**src/rtl/fetch_align_if.sv**
```systemverilog
// Fetch-word input, redirect and instruction output channels of the fetch aligner.
interface fetch_align_if;
    localparam int unsigned XLEN = 32;

    logic            flush;
    logic [XLEN-1:0] flush_pc;
    logic            in_valid;
    logic            in_ready;
    logic [XLEN-1:0] in_rdata;
    logic            out_valid;
    logic            out_ready;
    logic [XLEN-1:0] out_instr;
    logic [XLEN-1:0] out_pc;
    logic            out_compressed;

    // Fetch/redirect source and decode sink side
    modport master (
        output flush, flush_pc, in_valid, in_rdata, out_ready,
        input  in_ready, out_valid, out_instr, out_pc, out_compressed
    );

    // Aligner side
    modport slave (
        input  flush, flush_pc, in_valid, in_rdata, out_ready,
        output in_ready, out_valid, out_instr, out_pc, out_compressed
    );
endinterface

```
**src/rtl/fetch_align.sv**
```systemverilog
// Halfword fetch aligner: turns word-aligned fetch words into one raw RV32C/RV32I
// instruction per handshake, including word-straddling 32-bit instructions.
module fetch_align #(
    parameter logic [31:0] RESET_PC = 32'h0
) (
    input  logic          i_clk,
    input  logic          i_rst_n,
    fetch_align_if.slave  bus
);
    localparam int unsigned XLEN  = 32;
    localparam int unsigned HW_W  = 16;
    localparam int unsigned DEPTH = 4;
    localparam int unsigned CNT_W = 3;

    logic [HW_W-1:0]  r_hw [DEPTH];
    logic [CNT_W-1:0] r_count;
    logic [XLEN-1:0]  r_pc;
    logic             r_skip;

    logic             w_head_c;
    logic             w_out_valid;
    logic             w_in_ready;
    logic             w_pop;
    logic             w_push;
    logic [CNT_W-1:0] w_pop_n;
    logic [CNT_W-1:0] w_push_n;
    logic [CNT_W-1:0] w_keep;
    logic [CNT_W-1:0] w_count_next;
    logic [HW_W-1:0]  w_push_hw [2];
    logic [HW_W-1:0]  w_ext [DEPTH+2];
    logic [CNT_W-1:0] w_dst [DEPTH];
    logic [HW_W-1:0]  w_hw_next [DEPTH];
    logic             w_unused_ok;

    assign w_unused_ok = bus.flush_pc[0];

    // Head decode and handshake qualification
    assign w_head_c    = (r_hw[0][1:0] != 2'b11);
    assign w_out_valid = ((r_count >= CNT_W'(1)) && w_head_c) || (r_count >= CNT_W'(2));
    assign w_in_ready  = (r_count <= CNT_W'(2)) && !bus.flush;
    assign w_pop       = w_out_valid && bus.out_ready && !bus.flush;
    assign w_push      = bus.in_valid && w_in_ready;

    assign w_pop_n  = !w_pop  ? CNT_W'(0) : (w_head_c ? CNT_W'(1) : CNT_W'(2));
    assign w_push_n = !w_push ? CNT_W'(0) : (r_skip   ? CNT_W'(1) : CNT_W'(2));

    // A halfword-aligned redirect target drops the low halfword of the first word
    assign w_push_hw[0] = r_skip ? bus.in_rdata[31:16] : bus.in_rdata[15:0];
    assign w_push_hw[1] = bus.in_rdata[31:16];

    assign w_keep       = r_count - w_pop_n;
    assign w_count_next = w_keep + w_push_n;

    always_comb begin
        for (int i = 0; i < int'(DEPTH); i++) begin
            w_ext[i] = r_hw[i];
        end
        w_ext[DEPTH]   = '0;
        w_ext[DEPTH+1] = '0;
    end

    always_comb begin
        for (int i = 0; i < int'(DEPTH); i++) begin
            w_dst[i] = CNT_W'(i) - w_keep;
        end
    end

    // Pop shifts survivors down; push lands right after them
    always_comb begin
        for (int i = 0; i < int'(DEPTH); i++) begin
            w_hw_next[i] = r_hw[i];
            if (CNT_W'(i) < w_keep) begin
                w_hw_next[i] = w_ext[CNT_W'(i) + w_pop_n];
            end else if (w_dst[i] < w_push_n) begin
                w_hw_next[i] = w_push_hw[w_dst[i][0]];
            end
        end
    end

    always_ff @(posedge i_clk or negedge i_rst_n) begin
        if (!i_rst_n) begin
            for (int i = 0; i < int'(DEPTH); i++) begin
                r_hw[i] <= '0;
            end
            r_count <= '0;
            r_pc    <= {RESET_PC[31:1], 1'b0};
            r_skip  <= RESET_PC[1];
        end else if (bus.flush) begin
            r_count <= '0;
            r_pc    <= {bus.flush_pc[31:1], 1'b0};
            r_skip  <= bus.flush_pc[1];
        end else begin
            for (int i = 0; i < int'(DEPTH); i++) begin
                r_hw[i] <= w_hw_next[i];
            end
            r_count <= w_count_next;
            r_pc    <= r_pc + XLEN'({w_pop_n, 1'b0});
            if (w_push) begin
                r_skip <= 1'b0;
            end
        end
    end

    // Outputs are pure functions of queue state; in_ready additionally masked by flush
    assign bus.in_ready       = w_in_ready;
    assign bus.out_valid      = w_out_valid;
    assign bus.out_instr      = w_head_c ? {16'h0, r_hw[0]} : {r_hw[1], r_hw[0]};
    assign bus.out_pc         = r_pc;
    assign bus.out_compressed = (r_count != '0) && w_head_c;

endmodule

```
**src/flat_wrapper.sv**
```systemverilog
// flat-port wrapper written by rule: the top's interface ports become plain ports
module fetch_align_flat 
#(
    parameter logic [31:0] RESET_PC = 32'h0
)
  (i_clk, i_rst_n, bus_flush, bus_flush_pc, bus_in_valid, bus_in_rdata, bus_out_ready, bus_in_ready, bus_out_valid, bus_out_instr, bus_out_pc, bus_out_compressed);
  fetch_align_if bus_i ();
  input  logic i_clk;
  input  logic i_rst_n;
  input wire logic [$bits(bus_i.flush)-1:0] bus_flush;
  input wire logic [$bits(bus_i.flush_pc)-1:0] bus_flush_pc;
  input wire logic [$bits(bus_i.in_valid)-1:0] bus_in_valid;
  input wire logic [$bits(bus_i.in_rdata)-1:0] bus_in_rdata;
  input wire logic [$bits(bus_i.out_ready)-1:0] bus_out_ready;
  output wire logic [$bits(bus_i.in_ready)-1:0] bus_in_ready;
  output wire logic [$bits(bus_i.out_valid)-1:0] bus_out_valid;
  output wire logic [$bits(bus_i.out_instr)-1:0] bus_out_instr;
  output wire logic [$bits(bus_i.out_pc)-1:0] bus_out_pc;
  output wire logic [$bits(bus_i.out_compressed)-1:0] bus_out_compressed;
  assign bus_i.flush = bus_flush;
  assign bus_i.flush_pc = bus_flush_pc;
  assign bus_i.in_valid = bus_in_valid;
  assign bus_i.in_rdata = bus_in_rdata;
  assign bus_i.out_ready = bus_out_ready;
  assign bus_in_ready = bus_i.in_ready;
  assign bus_out_valid = bus_i.out_valid;
  assign bus_out_instr = bus_i.out_instr;
  assign bus_out_pc = bus_i.out_pc;
  assign bus_out_compressed = bus_i.out_compressed;
  fetch_align #(.RESET_PC(RESET_PC)) u_core (.i_clk(i_clk), .i_rst_n(i_rst_n), .bus(bus_i));
endmodule
```
**config.mk**
```make
export PLATFORM = sky130hd
export DESIGN_NAME = fetch_align_flat
export DESIGN_NICKNAME = d
export VERILOG_FILES = /design/src/rtl/fetch_align_if.sv /design/src/rtl/fetch_align.sv /design/src/flat_wrapper.sv
export SDC_FILE = /design/constraint.sdc
export NUM_CORES = 1
export LEC_CHECK = 0
export ABC_AREA = 1
export BUFFER_PORTS_ARGS = -buffer_cell sky130_fd_sc_hd__clkbuf_2
export CORE_MARGIN = 2
export CORE_UTILIZATION = 58
export DETAILED_ROUTE_END_ITERATION = 16
export MAX_ROUTING_LAYER = met4
export PLACE_DENSITY_LB_ADDON = 0.1
export SLEW_MARGIN = 20
export SYNTH_ARGS = -nofsm -noshare
export SYNTH_HDL_FRONTEND = slang
export SYNTH_SLANG_ARGS = --single-unit
```
**constraint.sdc**
```tcl
create_clock -name i_clk -period 4.4 [get_ports i_clk]
set_clock_uncertainty 0.1 [all_clocks]
set_input_delay 0.22 -clock i_clk [delete_from_list [all_inputs] [get_ports i_clk]]
set_output_delay 0.22 -clock i_clk [all_outputs]
set_load 0.005 [all_outputs]
```
==> flow_metrics.py <==
metrics = {
    "setup_path": {
        "rr_worst_depth": 16,
        "critPathCaptureType": "flop",
        "cp_top_family": "simple AND/OR/NAND/NOR gates",
        "cp_slowest_stage_delay_ns": 0.43,
        "cp.required_ns": 4.60,
        "crit_arrival_ns": 4.15,
        "critical_path_class": "flop to flop",
        "slowest_stage": "inv_2",
        "crit_path_max_fanout": 18,
        "worstPathCellList": "nor2_1 -> nand2_2 -> nand3_2 -> inv_2 -> ha_1 -> fa_1 -> nand2_1 -> clkinv_1 -> nor2_4 -> inv_2 -> o21ai_2 -> a21o_1 -> nand2_2 -> inv_2 -> nand2_1 -> nand2_1",
        "startpoint_type": "flop",
        "path_buf_inv": 4,
        "worstSetupPathDepth": 16,
    },
    "detailed_routing": {
        "final_antenna_net_count": 0,
        "wire_per_inst_um": 17.1,
        "first_iter_violations": 1077,
        "wl_mm": 25.7,
        "num_vias": 8692,
        "via_per_inst": 5.79,
        "drc": 0,
        "drt_pass1_iterations": 5,
    },
    "logic_synthesis": {
        "syn_area_per_cell_um2": 6.40,
        "synth-xor-area-share_pct": 1.91,
        "synth_mux_area_share_pct": 0,
        "ys_dominant_reg_cell": "dfrtp_1",
        "postSynthCellCount": 1216,
        "synth_area_um2": 7780,
        "synth_area_leader_cell": "dfrtp_1",
        "synth.net_count": 1301,
        "synth_simple_gate_area_share_pct": 43.9,
        "synth_top_family_by_area": "simple AND/OR/NAND/NOR gates",
        "yosysWarnings": 0,
        "ys_seq_elements": 99,
        "yosys.cell_count.top_type": "nand2_1",
        "async_flop_share_pct": 100,
        "synth_area_leaders": "dfrtp_1 32%, nand2_1 22%, nand3_1 9.2%, nor2_1 4.8%, inv_1 3.4%",
        "netlist.area_leader.share_pct": 31.9,
        "synth-edff-count": 0,
        "synthAdderAreaFrac_pct": 2.77,
        "ys_seq_area_share_pct": 31.9,
        "synthTopCellsByCount": "447 x nand2_1, 143 x nand3_1, 100 x nor2_1, 99 x dfrtp_1, 71 x inv_1",
        "synth.distinct_cells": 39,
        "synth_compound_area_share_pct": 9.65,
    },
    "floorplan": {
        "die_w_um": 120,
        "core_area_um2": 13200,
        "floorplan.initialDensity_pct": 59.0,
        "die_area_um2": 14400,
        "fp.dieH_um": 120,
        "top_level_ports": 136,
        "row_count": 42,
    },
    "pwr": {
        "sw_frac_of_total_pct": 50.6,
        "pwr_density_cell_nw_per_um2": 670,
        "vdd_drop_max_v": 0.000327,
        "p_seq_share_pct": 26.2,
        "switchingPower_uw": 3040,
        "leakage_uw": 0.00467,
        "p_comb_share_pct": 57.6,
        "clkPwrFrac_pct": 16.2,
        "power.internal_uw": 2970,
    },
    "layout": {
        "fin_util_pct": 68.0,
        "final_cell_area_um2": 8970,
        "drive_gt1_share_pct": 15.2,
        "nets": 1406,
        "area_delta_synth_final_pct": 15.3,
        "diodes": 0,
    },
    "place": {
        "hpwl_mm": 16.4,
        "gp_congestion": 0.923,
        "io_buffers": 133,
        "postPlaceCellArea_um2": 8330,
    },
    "grt": {
        "grt_pass1_vias": 8048,
        "antenna_found_initial": 0,
        "grt_use_met3_pct": 5.56,
        "top_usage_layer": "met2",
        "grt_overflow": 0,
        "grtUsageMet1_pct": 50.6,
        "use_met2_pct": 58.0,
        "grt_start_max_net_pins": 80,
        "grt_pass1_wl_mm": 41.4,
        "grt_usage_pct": 37.8,
    },
    "timing": {
        "hold_viol": 2,
        "slew_headroom_pct": 38.4,
        "tightestPinTransition_ns": 0.924,
        "slew_violations": 0,
        "min_period_ns": 3.95,
        "clock.fmax_mhz": 253,
        "setup-violations-final": 0,
        "rsz0062_at_grt": "false",
        "hold_ws_ns": -0.000816,
        "period_share_pct": 89.7,
        "setup-tns-final_ns": 0,
    },
    "clock_tree": {
        "post_cts_buffers": 0,
        "htree_num_levels": 3,
        "clk_latency_ns": 0.36,
        "root_buffer": "clkbuf_16",
        "numCtsBuffers": 9,
        "cts_max_path_buffers": 2,
        "postCtsResizedCells": 0,
        "cts_tree": "yes",
        "clkTransAtPathRegs_ns": 0.07,
        "clock_sinks": 99,
    },
    "hold_path": {
        "holdPathStages": 3,
        "hold_class": "input pin to flop",
    },
    "outcome": {
        "status": "finished, violations left",
        "violations": "hold timing",
    },
    "flow_run": {
        "cap_violations": 0,
    },
}
## through the flow
| step | setup slack [ns] | instances | total power (µW) |
|---|---|---|---|
| after global placement | 0.730 | 1458 | 4820 |
| final | 0.452 | 1502 | 6010 |
| after floorplan | 0.954 | 1216 | 4070 |
| after CTS | 0.560 | 1502 | 5910 |
| after detailed placement | 0.592 | 1458 | 4900 |
| after global routing | 0.262 | 1502 | 6460 |
## flip-flops by register name, indices dropped and copies added (netlist names)
register	count
u_core.r_skip	1
u_core.r_hw	64
u_core.r_count	3
u_core.bus.out_pc	31
## power groups by stage
stage | Sequential [µW] | Clock (µW) | Combinational (µW)
finish | 1570 | 973 | 3460
floorplan | 1480 | 0 | 2590
CTS | 1560 | 973 | 3370
detailed placement | 1580 | 0 | 3320
global placement | 1570 | 0 | 3250
global route | 1610 | 1020 | 3830
## per-layer routing
metal	wire, µm	vias up
li1	-	4146
met1	10500	3910
met2	11600	568
met3	2760	68
met4	891	0
met5	0	-
## worst register-to-register path, cell delays in order (launching register included)
cell and delay (ns):
dfrtp_1 0.41, nor2_1 0.26, nand2_2 0.09, nand3_2 0.08
inv_2 0.04, ha_1 0.18, fa_1 0.41, nand2_1 0.09
clkinv_1 0.09, nor2_4 0.42, inv_2 0.27, o21ai_2 0.41
a21o_1 0.16, nand2_2 0.26, inv_2 0.43, nand2_1 0.12
nand2_1 0.07
## final timing paths
check                                   from                    end  slack [ns]
setup / recovery           u_core.r_count[2]        u_core.r_hw[29]        0.45
hold / removal               bus_flush_pc[1]          u_core.r_skip     -0.0008
setup reg to reg           u_core.r_count[2]        u_core.r_hw[29]        0.45
hold reg to reg              u_core.r_hw[25]        u_core.r_hw[25]        0.41
max in group asynchronous            i_rst_n  u_core.bus.out_pc[18]        2.73
min in group asynchronous            i_rst_n        u_core.r_hw[48]        0.43
## layout make-up
cell class,count,area (µm²)
Multi-Input combinational cell,952,4540
Sequential cell,99,2480
Clock inverter,4,95.1
Timing Repair Buffer,176,1060
Inverter,83,314
Tap cell,176,220
Clock buffer,12,267
Fill cell,1210,4220
## layout by cell type (no fill, tap or decap), types with 4 or more instances in the layout
master         count
nor2_1           100
or2_2             13
o211ai_1          17
clkbuf_16          9
nand4_1           41
dfrtp_1           99
buf_4             16
a22oi_1           11
inv_1             71
xor2_1             9
and2_1            11
xnor2_1            8
a21oi_1           45
clkbuf_2         132
ha_1              14
inv_2              9
nor3_1            14
nand2_1          447
o21ai_0           48
nand3_1          143
or2_1              4
dlygate4sd3_1     28
## cell families (layout without fill, tap and decap cells)
logic type / after synthesis / count (layout)
compound gates: 131 / 131
flops: 99 / 99
simple gates: 787 / 787
buf+inv: 165 / 275
fa+ha+maj: 16 / 16
other cells: 1 / 1
xor+xnor: 17 / 17
## repair_timing
action                                  4_1_cts  5_1_grt
endpoints found under the setup margin        0        0
endpoints found under the hold margin        93        0
hold buffers                                 28        0
No activity file was read; power rests on OpenSTA's default activity.
